[config.mk]
export PLATFORM = sky130hd
export DESIGN_NAME = rv_plic_target_core
export DESIGN_NICKNAME = d
export VERILOG_FILES = /design/src/rtl/rv_plic_target_core.sv
export SDC_FILE = /design/constraint.sdc
export NUM_CORES = 1
export LEC_CHECK = 0
export CAP_MARGIN = 5
export CORE_ASPECT_RATIO = 0.8
export CORE_MARGIN = 2
export CORE_UTILIZATION = 51
export DETAILED_ROUTE_END_ITERATION = 12
export GPL_TIMING_DRIVEN = 1
export HOLD_SLACK_MARGIN = 0.03
export PLACE_DENSITY = 0.76
export SKIP_CTS_REPAIR_TIMING = 1
export SYNTH_ARGS = -nofsm -noshare
export SYNTH_HDL_FRONTEND = slang
export SYNTH_SLANG_ARGS = --single-unit
[constraint.sdc]
create_clock -name clk_i -period 76.5 [get_ports clk_i]
set_input_delay 7.65 -clock clk_i [delete_from_list [all_inputs] [get_ports clk_i]]
set_output_delay 7.65 -clock clk_i [all_outputs]
set_load 0.01 [all_outputs]
[src/rtl/rv_plic_target_core.sv]
// rtl/rv_plic_target_core.sv - PLIC gateways, per-target arbitration and claim/complete
module rv_plic_target_core #(
    parameter int NumSrc    = 55,
    parameter int NumTarget = 2,
    parameter int PrioWidth = 3,
    localparam int SrcIdW   = $clog2(NumSrc + 1)
) (
    input  logic                            clk_i,
    input  logic                            rst_i,
    input  logic [NumSrc-1:0]               intr_src_i,
    input  logic [NumSrc-1:0]               le_i,
    input  logic [NumSrc*PrioWidth-1:0]     prio_i,
    input  logic [NumTarget*NumSrc-1:0]     ie_i,
    input  logic [NumTarget*PrioWidth-1:0]  threshold_i,
    input  logic [NumTarget-1:0]            claim_i,
    input  logic [NumTarget-1:0]            complete_i,
    input  logic [NumTarget*SrcIdW-1:0]     complete_id_i,
    output logic [NumSrc-1:0]               ip_o,
    output logic [NumTarget-1:0]            irq_o,
    output logic [NumTarget*SrcIdW-1:0]     irq_id_o
);

    logic [NumSrc-1:0]           src_d, src_q;
    logic [NumSrc-1:0]           ip_d, ip_q;
    logic [NumSrc-1:0]           active_d, active_q;
    logic [NumTarget-1:0]        irq_d, irq_q;
    logic [NumTarget*SrcIdW-1:0] irq_id_d, irq_id_q;

    logic [NumSrc-1:0]           set_w;
    logic [NumSrc-1:0]           claim_hit;
    logic [NumSrc-1:0]           comp_hit;

    // Decode which sources are being claimed or completed by any target this cycle
    always_comb begin
        claim_hit = '0;
        comp_hit  = '0;
        for (int i = 0; i < NumSrc; i++) begin
            for (int t = 0; t < NumTarget; t++) begin
                if (claim_i[t] && (irq_id_q[t*SrcIdW +: SrcIdW] == SrcIdW'(i + 1))) begin
                    claim_hit[i] = 1'b1;
                end
                if (complete_i[t] && (complete_id_i[t*SrcIdW +: SrcIdW] == SrcIdW'(i + 1))) begin
                    comp_hit[i] = 1'b1;
                end
            end
        end
    end

    // Gateways: edge/level detection, pending set/clear and active (claimed) tracking
    always_comb begin
        src_d    = intr_src_i;
        set_w    = '0;
        ip_d     = ip_q;
        active_d = active_q;
        for (int i = 0; i < NumSrc; i++) begin
            set_w[i] = le_i[i] ? (intr_src_i[i] & ~src_q[i]) : intr_src_i[i];
            // A request arriving while the source is in service is dropped
            if (set_w[i] && !active_q[i]) begin
                ip_d[i] = 1'b1;
            end
            if (comp_hit[i]) begin
                active_d[i] = 1'b0;
            end
            // Claim takes priority over both a same-cycle set and a same-cycle complete
            if (claim_hit[i]) begin
                ip_d[i]     = 1'b0;
                active_d[i] = 1'b1;
            end
        end
    end

    // Per-target arbitration: highest priority above threshold, lowest ID on ties
    always_comb begin
        irq_d    = '0;
        irq_id_d = '0;
        for (int t = 0; t < NumTarget; t++) begin
            logic [PrioWidth-1:0] best_prio;
            logic [SrcIdW-1:0]    best_id;
            best_prio = '0;
            best_id   = '0;
            for (int i = 0; i < NumSrc; i++) begin
                // Strict compare keeps the lowest ID; eligibility implies prio >= 1
                if (ip_q[i] && ie_i[t*NumSrc + i] &&
                    (prio_i[i*PrioWidth +: PrioWidth] > threshold_i[t*PrioWidth +: PrioWidth]) &&
                    (prio_i[i*PrioWidth +: PrioWidth] > best_prio)) begin
                    best_prio = prio_i[i*PrioWidth +: PrioWidth];
                    best_id   = SrcIdW'(i + 1);
                end
            end
            irq_d[t]                     = (best_id != '0);
            irq_id_d[t*SrcIdW +: SrcIdW] = best_id;
        end
    end

    // State registers with synchronous reset dropping all pending and claimed state
    always_ff @(posedge clk_i) begin
        if (rst_i) begin
            src_q    <= '0;
            ip_q     <= '0;
            active_q <= '0;
            irq_q    <= '0;
            irq_id_q <= '0;
        end else begin
            src_q    <= src_d;
            ip_q     <= ip_d;
            active_q <= active_d;
            irq_q    <= irq_d;
            irq_id_q <= irq_id_d;
        end
    end

    assign ip_o     = ip_q;
    assign irq_o    = irq_q;
    assign irq_id_o = irq_id_q;

endmodule
==> results.md <==
* Clk_lat worst skew at 0.51 ns
* Max-cap violations at 0
* Hold path depth at 2
* Setup-failing EPs final at 0
* Detail Placement HPWL at 96100 um
* Fin area at 39100 um2
* Routed len/inst at 22.4 um
* Hold WC Path Type: reg -> reg
* Clock tree from TritonCTS: done
* Clock transition at path regs at 0.08 ns
* DIE HEIGHT at 217 um
* Yosys top cell area share at 0.197
* CP bufs+invs at 15
* Routed Antenna Nets at 0
* DR iter-0 viols at 4485
* Reg-to-Reg End: irq_o[0]
* Critical path origin: threshold_i[2]
* Crit Path Category: in -> reg
* CP peak stage delay at 0.43 ns
* Gpl congestion at 1.00
* Synth Flop Type: dfxtp_1
* Worst slew pin tran at 1.19 ns
* H-Tree Depth at 4
* Fill cells at ~4900
* Rows at 78
* Placed cell areas at approximately 36000 um2
* Slowest CP cell: or4_4
* CTS max path bufs at 2
* Mean Syn Cell Area at around 7.1 um2
* Syn_nets at about 5000
* Vias at 35678
* CP Depth at approximately 370
* Initial Util at 0.513
* P per Cell Area at 20.8 nW/um2
* Cell family with most CP delay: adder cells
* Minimum clock period at 75.15 ns
* Synth Instances at 4063
* Slew Limit Headroom at 0.200
* Post-synth top area cell: ha_1
* F_max at 0.0133 GHz
* Largest cells by area after synthesis: ha_1 20%, dfxtp_1 12%, nand2_1 6.0%, nor2_1 5.2%, a21oi_1 4.6%
* Synth cell types at 118
* Cts bufs inserted at 17
* Worst EP required at roughly 77 ns
* P&R area growth vs syn at 35.1%
* Largest net degree at the start of global routing at ~110
* Setup crit end kind: flip-flop
* Mapped cell area at roughly 29000 um2
* Placed cells at 5429
* Worst r2r path cells at 362
* Die Wd at 270 um
* Final worst path period share at 0.982
* Core area at about 56000 um2
* Number of synthesized register bits at 179
* Peak supply drop at 0.0000143 V
* Status: finished, final reports clean
* Global-route wire length before repair at between 150000 and 200000 um
* Final nets at 5632
* TritonCTS Sinks at 179
* Final Hold Vio Count at 0
* # DRC at 0
* Share of post-route cells with drive strength above 1 at 0.168
* Post-synthesis sequential area ratio at 0.124
* Post-synthesis async set-or-reset flop share at 0
* Antenna violations before repair at 12
* Final Core Density at 0.693
* Total Routing Usage GR at 0.389
* Root Driver: clkbuf_16
* Synth warn at 0
* Max Fanout on Critical Path at 5
* Final std cells w/o fill at 5543
* DR pass1 iterations at 8
* Die area at 58700 um2
* I/O Buffers at 477
* Vias in the first global route at 30966
* Commonest cells after routing, fill and taps aside: 467 x clkdlybuf4s50_1, 448 x nand2_1, 428 x ha_1
* Worst reg-to-reg setup slack at 8.69 ns
* Clock Skews at between 0.02 and 0.025 ns
* # IOs at 478
* WP data arrival at 75.48 ns
* Drt via density at ~6.4
* Number of flops mapped to enable cells by yosys at 0
* Worst Hold Path EP: ip_o[10]
* Routed WL at 124000 um
* Grt total ovfl at 0
* Worst R2R Start: ip_o[0]
* Fin. max-slew vios at 0
* Startpoint Class: input pin
* Most common cell after layout, fill and taps aside: clkdlybuf4s50_1
* Top cell by count, worst path: ha_1
* Worst hold start: ip_o[10]
* Lkg Pwr at 0.0168 uW
-- worst max path at each step --
stage / slack, ns / endpoint
detailed placement: -2.40 / irq_o[0]
CTS: -2.15 / irq_o[0]
finish: 1.35 / irq_o[0]
floorplan: 1.12 / irq_id_o[9]
global route: -1.62 / irq_o[0]
global placement: -0.46 / irq_id_o[9]
-- routing by layer --
metal	share of wire	GRT usage	vias up
met2	0.42	0.582	1965
met4	0.038	0.127	16
met5	0.00081	0	-
li1	-	-	16758
met1	0.43	0.540	16627
met3	0.11	0.0999	312
-- area by class of cell --
cell class | instances | area [um2] | share of cell area
clock inverter | 13 | 195 | 0.00499
timing repair buffer | 774 | 7010 | 0.179
clock buffer | 18 | 439 | 0.0112
sequential | 179 | 3580 | 0.0916
multi-input combinational | 3489 | 25800 | 0.659
antenna | 4 | 10.0 | 0.000256
inverter | 306 | 1160 | 0.0296
tap | 760 | 951 | 0.0243
-- kinds of logic (layout without fill, tap and decap cells) --
group | count (synthesis) | after routing | share of synthesized area
adder cells (fa/ha/maj) | 509 | 509 | 0.216
AO/OA/AOI/OAI | 1350 | 1350 | 0.331
other | 0 | 4 | 0
buffers and inverters | 395 | 1111 | 0.0515
flip-flops | 179 | 179 | 0.124
multiplexers | 42 | 42 | 0.0164
AND/OR/NAND/NOR | 1588 | 1588 | 0.262
-- cells in the mapped netlist, types with 52 or more instances --
cell type	instances
a221oi_1	61
o22ai_1	68
o21ai_0	164
nor2b_1	109
nand2_1	465
inv_1	305
nor2_1	401
clkbuf_1	80
and3_1	61
ha_1	456
a311oi_1	83
a21o_1	126
a31oi_1	106
and2_1	85
a21oi_1	264
nand3_1	146
nor3_1	124
maj3_1	52
o21a_1	61
dfxtp_1	179
-- report_power, final --
part           internal, uW  switching [uW]  total, uW
logic                   269             323        592
clock network          56.0            45.7        102
registers               104            14.3        118
total                   429             383        812
-- state kept, by name (all words and copies together), names as in the netlist --
signal and count:
active_q 55, ip_o 55, src_q 55, irq_id_o 12
irq_o 2
-- tightest hold or removal path, cell delays in order, from the launching register on --
cell	delay, ns
dfxtp_1	0.34
a31oi_1	0.14
nor3_1	0.05
-- through the flow --
step	hold WS [ns]	total power [uW]	setup slack, ns	setup TNS [ns]
after global routing	0.600	866	-1.62	-12.74
after floorplan	0.531	427	1.12	0
after CTS	0.564	702	-2.15	-19.04
after global placement	0.549	591	-0.459	-2.46
final	0.566	812	1.35	0
after detailed placement	0.553	599	-2.40	-21.89
No activity file was read; power rests on OpenSTA's default activity.
